<file path="config.mk">
export PLATFORM = sky130hd
export DESIGN_NAME = muldiv_iter
export DESIGN_NICKNAME = d
export VERILOG_FILES = /design/src/rtl/muldiv_iter.sv
export SDC_FILE = /design/constraint.sdc
export NUM_CORES = 2
export LEC_CHECK = 0
export ABC_AREA = 1
export BUFFER_PORTS_ARGS = -buffer_cell sky130_fd_sc_hd__buf_4
export CAP_MARGIN = 20
export CORE_ASPECT_RATIO = 0.9
export CORE_MARGIN = 10
export CORE_UTILIZATION = 45
export DETAILED_ROUTE_END_ITERATION = 10
export HOLD_SLACK_MARGIN = 0.06
export SKIP_CTS_REPAIR_TIMING = 1
export SYNTH_ARGS = -nofsm -noshare
export SYNTH_HDL_FRONTEND = slang
export SYNTH_SLANG_ARGS = --single-unit
</file>
<file path="constraint.sdc">
create_clock -name clk -period 13.32 [get_ports clk]
set_clock_uncertainty 0.1 [all_clocks]
set_input_delay 2.664 -clock clk [delete_from_list [all_inputs] [get_ports clk]]
set_output_delay 2.664 -clock clk [all_outputs]
set_load 0.05 [all_outputs]
</file>
<file path="src/rtl/muldiv_iter.sv">
`default_nettype none
// ============================================================================
//  Module      : muldiv_iter
//  Description : Iterative RV64M multiply/divide unit. One multiplier bit or
//                one quotient bit per clock, fixed latency of XLEN+1 cycles
//                from acceptance to the done pulse. Supports MUL, DIV, DIVU,
//                REM, REMU and their W (32-bit) forms.
//  Ports       : clk    - clock, rising edge
//                reset  - asynchronous active-high reset
//                valid  - start request, sampled only in IDLE
//                a, b   - operands (dividend/multiplicand, divisor/multiplier)
//                op     - 000 MUL, 001 DIV, 010 DIVU, 011 REM, 100 REMU
//                word   - W variant (32-bit operands, sign-extended result)
//                flush  - abort current operation, return to IDLE
//                busy   - high in RUN and DONE
//                done   - one-cycle pulse, result valid while high
//                result - operation result, held until the next DONE
//  Revision    : 1.0 - initial release
// ============================================================================
module muldiv_iter #(
    parameter int XLEN = 64
) (
    input  logic            clk,
    input  logic            reset,
    input  logic            valid,
    input  logic [XLEN-1:0] a,
    input  logic [XLEN-1:0] b,
    input  logic [2:0]      op,
    input  logic            word,
    input  logic            flush,
    output logic            busy,
    output logic            done,
    output logic [XLEN-1:0] result
);

    localparam int              c_CNT_W    = $clog2(XLEN);
    localparam logic [c_CNT_W-1:0] c_CNT_LAST = c_CNT_W'(XLEN - 1);

    localparam logic [1:0] c_S_IDLE = 2'd0;
    localparam logic [1:0] c_S_RUN  = 2'd1;
    localparam logic [1:0] c_S_DONE = 2'd2;

    localparam logic [2:0] c_OP_DIV  = 3'd1;
    localparam logic [2:0] c_OP_DIVU = 3'd2;
    localparam logic [2:0] c_OP_REM  = 3'd3;
    localparam logic [2:0] c_OP_REMU = 3'd4;

    logic [1:0]         r_state;
    logic [1:0]         w_state_nxt;
    logic [c_CNT_W-1:0] r_cnt;
    logic               r_is_div;   // any divide/remainder op
    logic               r_is_rem;   // remainder is the requested result
    logic               r_word;
    logic               r_qneg;
    logic               r_rneg;
    // r_x: multiplicand (MUL) or dividend shifting out / quotient shifting in
    // r_y: multiplier (MUL) or divisor magnitude
    // r_acc: product accumulator (MUL) or partial remainder (DIV)
    logic [XLEN-1:0]    r_x;
    logic [XLEN-1:0]    r_y;
    logic [XLEN-1:0]    r_acc;
    logic [XLEN-1:0]    r_result;

    // ---------------- operand preparation at acceptance ----------------
    logic            w_in_div;
    logic            w_in_sgn;
    logic            w_in_uns;
    logic [XLEN-1:0] w_a_prep;
    logic [XLEN-1:0] w_b_prep;
    logic [XLEN-1:0] w_a_mag;
    logic [XLEN-1:0] w_b_mag;
    logic            w_accept;

    assign w_in_sgn = (op == c_OP_DIV)  || (op == c_OP_REM);
    assign w_in_uns = (op == c_OP_DIVU) || (op == c_OP_REMU);
    assign w_in_div = w_in_sgn || w_in_uns;

    // W forms: zero-extend only for the unsigned divides, sign-extend otherwise
    assign w_a_prep = !word   ? a :
                      w_in_uns ? {{(XLEN-32){1'b0}}, a[31:0]} :
                                 {{(XLEN-32){a[31]}}, a[31:0]};
    assign w_b_prep = !word   ? b :
                      w_in_uns ? {{(XLEN-32){1'b0}}, b[31:0]} :
                                 {{(XLEN-32){b[31]}}, b[31:0]};

    assign w_a_mag = (w_in_sgn && w_a_prep[XLEN-1]) ? -w_a_prep : w_a_prep;
    assign w_b_mag = (w_in_sgn && w_b_prep[XLEN-1]) ? -w_b_prep : w_b_prep;

    assign w_accept = (r_state == c_S_IDLE) && valid && !flush;

    // ---------------- one iteration step ----------------
    logic [XLEN-1:0] w_mul_acc;
    logic [XLEN:0]   w_rem_sh;    // 65-bit partial remainder after the shift
    logic [XLEN+1:0] w_diff;
    logic            w_qbit;
    logic [XLEN-1:0] w_rem_nxt;
    logic [XLEN-1:0] w_quo_nxt;
    logic            w_unused;

    assign w_mul_acc = r_acc + (r_y[0] ? r_x : '0);

    assign w_rem_sh  = {r_acc, r_x[XLEN-1]};
    assign w_diff    = {1'b0, w_rem_sh} - {2'b00, r_y};
    assign w_qbit    = !w_diff[XLEN+1];
    // Remainder stays below the divisor, so the low XLEN bits are sufficient
    assign w_rem_nxt = w_qbit ? w_diff[XLEN-1:0] : w_rem_sh[XLEN-1:0];
    assign w_quo_nxt = {r_x[XLEN-2:0], w_qbit};
    assign w_unused  = w_diff[XLEN];

    // ---------------- result fix-up on the final iteration ----------------
    logic [XLEN-1:0] w_raw;
    logic [XLEN-1:0] w_final;

    always_comb begin
        w_raw = w_mul_acc;
        if (r_is_div) begin
            if (r_is_rem) begin
                w_raw = r_rneg ? -w_rem_nxt : w_rem_nxt;
            end else begin
                w_raw = r_qneg ? -w_quo_nxt : w_quo_nxt;
            end
        end
    end

    assign w_final = r_word ? {{(XLEN-32){w_raw[31]}}, w_raw[31:0]} : w_raw;

    // ---------------- state machine ----------------
    always_comb begin
        w_state_nxt = r_state;
        case (r_state)
            c_S_IDLE: if (valid)                 w_state_nxt = c_S_RUN;
            c_S_RUN:  if (r_cnt == c_CNT_LAST)   w_state_nxt = c_S_DONE;
            c_S_DONE:                            w_state_nxt = c_S_IDLE;
            default:                             w_state_nxt = c_S_IDLE;
        endcase
        if (flush) begin
            w_state_nxt = c_S_IDLE;
        end
    end

    always_ff @(posedge clk or posedge reset) begin
        if (reset) begin
            r_state <= c_S_IDLE;
        end else begin
            r_state <= w_state_nxt;
        end
    end

    // ---------------- datapath ----------------
    always_ff @(posedge clk or posedge reset) begin
        if (reset) begin
            r_cnt    <= '0;
            r_is_div <= 1'b0;
            r_is_rem <= 1'b0;
            r_word   <= 1'b0;
            r_qneg   <= 1'b0;
            r_rneg   <= 1'b0;
            r_x      <= '0;
            r_y      <= '0;
            r_acc    <= '0;
            r_result <= '0;
        end else if (w_accept) begin
            r_cnt    <= '0;
            r_is_div <= w_in_div;
            r_is_rem <= (op == c_OP_REM) || (op == c_OP_REMU);
            r_word   <= word;
            // A zero divisor yields an all-ones quotient: suppress negation.
            // The remainder path then rebuilds the prepared dividend from its
            // magnitude, because restoring division by zero shifts the whole
            // dividend into the remainder.
            r_qneg   <= w_in_sgn && (w_a_prep[XLEN-1] ^ w_b_prep[XLEN-1])
                        && (w_b_prep != '0);
            r_rneg   <= w_in_sgn && w_a_prep[XLEN-1];
            r_x      <= w_in_div ? w_a_mag : w_a_prep;
            r_y      <= w_in_div ? w_b_mag : w_b_prep;
            r_acc    <= '0;
        end else if ((r_state == c_S_RUN) && !flush) begin
            r_cnt <= r_cnt + 1'b1;
            if (r_is_div) begin
                r_x   <= w_quo_nxt;
                r_acc <= w_rem_nxt;
            end else begin
                r_x   <= {r_x[XLEN-2:0], 1'b0};
                r_y   <= {1'b0, r_y[XLEN-1:1]};
                r_acc <= w_mul_acc;
            end
            if (r_cnt == c_CNT_LAST) begin
                r_result <= w_final;
            end
        end
    end

    assign busy   = (r_state != c_S_IDLE);
    assign done   = (r_state == c_S_DONE);
    assign result = r_result;

endmodule
`default_nettype wire

</file>
* Word level (Yosys, flattened, before mapping)
Cells that the tools add are included.
Storage, ports and cells: bits of input ports 136, register bits 269, output and inout port bits 66
Operators by class: bitwise gates (word level) 2, reduce and logical (&&, ||, !) cells 20, add/sub/neg operators 7, eq/ne operators 10, muxes and demuxes 30
Operator list (number):
- 64-bit two-way mux | 23
- 64-bit negation | 4
- 65-bit by 64-bit subtractor with 66-bit output | 1
- 64-bit adder | 1
- 64-bit nonzero test | 1
- 6-bit two-way mux | 2
- 1-bit logical AND | 7
- 6-bit by 1-bit adder with 6-bit output (second input constant) | 1
- 3-bit by 2-bit equality test with 1-bit output (second input constant) | 2
- 6-bit equality test (second input constant) | 1
- 2-bit two-way mux | 3
- 3-bit != test (second input constant) | 2
- 1-bit logical OR | 4
- 2-bit case mux with 2 select lines | 1
- 2-bit AND reduction | 2
- 2-bit nonzero test | 2
- 3-bit by 1-bit equality test with 1-bit output (second input constant) | 1
- 3-bit equality test (second input constant) | 1
- 3-bit AND reduction | 1
- 2-bit by 1-bit equality test with 1-bit output (second input constant) | 1
- 2-bit equality test (second input constant) | 1
- 1-bit logical NOT | 2
- 2-bit logical NOT | 1
- 2-bit by 1-bit != test with 1-bit output (second input constant) | 1
- other kinds (3) | 3

* Longest topological paths before layout
depth in word-level cells 8, depth in mapped cells 34, mapped depth without buffers 33

* Least setup slack after synthesis
Ideal clock, no wire load.
kind input port to flip-flop, from in b[1], to reg r_y[62], buffers on the path 0, setup time 132 ps, cell stages on the path 22, setup slack 7935 ps, arrival time 5153 ps, required time 13088 ps, cell sequence inv_1 ha_1 nand4_1 nor3_2 nand2_1 nor2_1 nand3_1 nor2_2 nand2_1 nor2_1 nand2_1 nor2_1 nand2_1 nor2_1 nand2_1 nor2_2 nand2_1 nand2_1 o21ai_0 xnor2_1 o21ai_0 o21ai_0
On the way: longest elaborated chain between the ends 6
Ends and longest elaborated chain:
- start, declared | line 27 | input logic [XLEN-1:0] b,
- 64-bit two-way mux | line 83 | w_in_uns ? {{(XLEN-32){1'b0}}, b[31:0]} :
- 64-bit two-way mux (*) | line 82 | assign w_b_prep = !word ? b :
- 64-bit negation (*) | line 87 | assign w_b_mag = (w_in_sgn && w_b_prep[XLEN-1]) ? -w_b_prep : w_b_prep;
- 64-bit two-way mux (*) | line 87
- 64-bit two-way mux (*) | line 175 | r_y <= w_in_div ? w_b_mag : w_b_prep;
- 64-bit two-way mux (*) | line 162 | end else if (w_accept) begin
- end signal, assigned | line 175
- end signal, assigned | line 184 | r_y <= {1'b0, r_y[XLEN-1:1]};
- end, declared | line 60 | logic [XLEN-1:0] r_y;
Mark *: on every way between the ends. The rest lies on a longest branch, timed or not. A chain may end at the register's enable or synchronous reset.

* Worst setup path after layout
from in a[0], to reg r_x[60]
On the way: longest elaborated chain between the ends 6
Ends and longest elaborated chain:
- start, declared | line 26 | input logic [XLEN-1:0] a,
- 64-bit two-way mux | line 80 | w_in_uns ? {{(XLEN-32){1'b0}}, a[31:0]} :
- 64-bit two-way mux (*) | line 79 | assign w_a_prep = !word ? a :
- 64-bit negation (*) | line 86 | assign w_a_mag = (w_in_sgn && w_a_prep[XLEN-1]) ? -w_a_prep : w_a_prep;
- 64-bit two-way mux (*) | line 86
- 64-bit two-way mux (*) | line 174 | r_x <= w_in_div ? w_a_mag : w_a_prep;
- 64-bit two-way mux (*) | line 162
- end signal, assigned | line 174
- end signal, assigned | line 180 | r_x <= w_quo_nxt;
- end signal, assigned | line 183 | r_x <= {r_x[XLEN-2:0], 1'b0};
- end, declared | line 59 | logic [XLEN-1:0] r_x;
Marked as above.

==> results.ini <==
[power_and_ir_drop]
switchingPower_mw=6.43
p_int_mw=3.90
swShare_pct=62.3
seqPwrFrac_pct=13.6
p_leak_nw=18.9
pwr-share-comb_pct=76.7
peakVddDrop_uv=246
power.share.clock_pct=9.7
p_per_area_nw_per_um2=290

[worst_setup_path]
crit_path_max_fanout=4
critPathTopFamily=simple AND/OR/NAND/NOR gates
path_cells=buf_4 -> inv_1 -> ha_1 -> nand3_1 -> nor3_1 -> nand4_1 -> nor2_1 -> nand3_1 -> nor3_2 -> nand4_1 -> nor2_1 -> nand3_1 -> nor2_1 -> nand4_1 -> nand2_1 -> nand2_1 -> nor2_1 -> xor2_1 -> nand2_1 -> nand2_1 -> o21ai_1
cpMaxStageDelayCell=nor3_1
worst_path_largest_cell_delay_ps=410
path_class=in -> reg
r2r_cells=30
cp.arrival_ps=6280
worstSetupPathDepth=21
endpoint_kind=flop
crit_path_start_kind=input port
cp.required_ps=13640
cp.buffers_inverters=2
r2r_setup_slack_ps=7410

[floorplan]
fp.dieW_um=302
ios=202
dieArea_um2=82800
core_um2=71300
rows=93
start_util_pct=45.2
die_height_um=274

[sta]
rsz0062_at_grt=false
setup_ws_ps=7360
relSlewSlack_pct=37.8
finalHoldViolations=0
clock.fmax_ghz=0.168
fin_crit_sh_pct=44.7
finalMaxSlewViolations=0
fin_crit_ps=5960
setup_viol=0
tns_ps=0
tightest_slew_ps=933

[global_route]
grt.total_usage_pct=31.2
grt_pass1_vias=33700
antenna_found_initial=3
grt_max_degree=119
grt_first_pass_wirelength_um=200000
grt.overflow.total=0

[synthesis]
synth_fa_ha_area_share_pct=5.29
syn_area_per_cell_um2=5.70
synth_compound_area_share_pct=20.9
synth_top_family_by_area=simple AND/OR/NAND/NOR gates
synthTopCellsByArea=dfrtp_1, nand2_1, inv_1, o21ai_0, nor2_1
synth_top_area_cell=dfrtp_1
yosysTopAreaCellShare_pct=20.9
synth_cell_types=58
syn_nets=5923
ys_seq_area_share_pct=20.9
netlist_area_um2=32200
synth_cells=5652
synthFlopType=dfrtp_1
yosysWarnings=0
synth_mux_area_share_pct=0
yosys.area_share.simple_pct=35.8
synth-xor-area-share_pct=3.64
synth-seq-cells=269
synth_edf_count=0
async_flop_share_pct=100

[drt]
antenna_left=0
vias_per_cell=5.50
vias=36900
post-route-drc-count=0
wl_per_cell_um=19.9
dr.pass1.iters=6
drtIter0Drc=3444
wl_um=134000

[run_status]
status=completed

[place]
dpl.hpwl_um=109000
postPlaceCellArea_um2=34400
dp_slack_ps=6840
place_congestion=1.03
numPortBuffers=201

[finish]
diodes=0
layout-drive-gt1-share_pct=8.35
layout_commonest_cell=nand2_1
finalNetCount=6011
area_delta_synth_final_pct=10.4
mostFrequentLayoutCells=nand2_1, inv_1, nor2_1
finalInstanceArea_um2=35600

[worst_hold_path]
min_path_type=reg -> reg
min_path_cells=2

[clocking]
cts.clk_slew.worst_paths_ps=60
cts_tree=done
clk_latency_ps=580
h-tree-depth=2
clockBufferDepth=3
root_buffer=clkbuf_16
cts_inserted_buffers=36
cts.sinks=269

[job]
maxCapViolCount=0

-- stage by stage --
step                hold WS (ps)  power, mW  std cells  utilization, %
floorplan                    349       6.90       5652               -
global placement             366       9.12       6652            48.3
detailed placement           366       9.14       6652            48.3
CTS                          381       10.2       6713            49.9
global route                 402       11.3       6713            49.9
finish                       379       10.3       6713            49.9
-- area by class of cell --
cell class                      count  area, um2
Multi-Input combinational cell   4267      21200
Clock inverter                     13        124
Sequential cell                   269       6740
Fill cell                        7900      35700
Clock buffer                       48       1030
Inverter                          926       3490
Timing Repair Buffer              240       1800
Tap cell                          950       1190
-- cell families after synthesis --
group | Yosys count
xor+xnor | 134
compound gates | 1209
flops | 269
buf+inv | 1116
simple gates | 2789
fa+ha+maj | 135
-- state kept, by name, summed over array words and instances (netlist names), 2 cells and up --
name	flops
r_acc	64
r_x	64
r_y	64
result	64
r_cnt	6
r_state	2
-- power groups by stage --
stage / clock network (mW) / logic [mW] / registers, mW
floorplan: 0 / 5.68 / 1.22
global placement: 0 / 7.71 / 1.41
detailed placement: 0 / 7.74 / 1.41
CTS: 1.01 / 7.78 / 1.40
global route: 1.04 / 8.87 / 1.42
finish: 1.00 / 7.93 / 1.40
-- worst min-delay path, stage by stage (launching register included) --
cell and delay, ps:
dfrtp_1 340, nand2_1 60, nand2_1 50
-- cells in the mapped netlist (all sizes together) (4+ instances only) --
| cell type | count |
|---|---|
| nand2 | 1673 |
| inv | 919 |
| nor2 | 599 |
| o21ai | 588 |
| a21oi | 421 |
| nand3 | 317 |
| dfrtp | 269 |
| clkbuf | 134 |
| ha | 133 |
| xor2 | 109 |
| nor3 | 77 |
| a31oi | 62 |
| buf | 56 |
| nand4 | 48 |
| nor4 | 35 |
| a22o | 31 |
| or2 | 27 |
| xnor2 | 25 |
| o221ai | 18 |
| o211ai | 16 |
| o31ai | 16 |
| o21a | 12 |
| a21o | 10 |
| o22ai | 8 |
| clkinv | 7 |
| o21bai | 6 |
| o32ai | 6 |
| nand3b | 5 |
| a211oi | 4 |
| and2 | 4 |
-- metal layers --
layer | track usage (%) | vias up | share of wire, % | routed length (um)
met5 | 0 | - | 0.016 | 21
met4 | 12.6 | 4 | 4.4 | 5890
li1 | - | 18300 | - | -
met2 | 49.5 | 1352 | 44 | 59100
met3 | 4.30 | 244 | 7.4 | 9930
met1 | 42.1 | 17000 | 44 | 58600
-- worst paths after layout --
path                         start         end
setup / recovery              a[0]     r_x[60]
hold / removal             r_y[55]     r_y[55]
setup reg to reg           r_x[63]  result[56]
hold reg to reg            r_y[55]     r_y[55]
max in group asynchronous    reset      r_y[0]
min in group asynchronous    reset  result[20]
No activity file was read; power rests on OpenSTA's default activity.
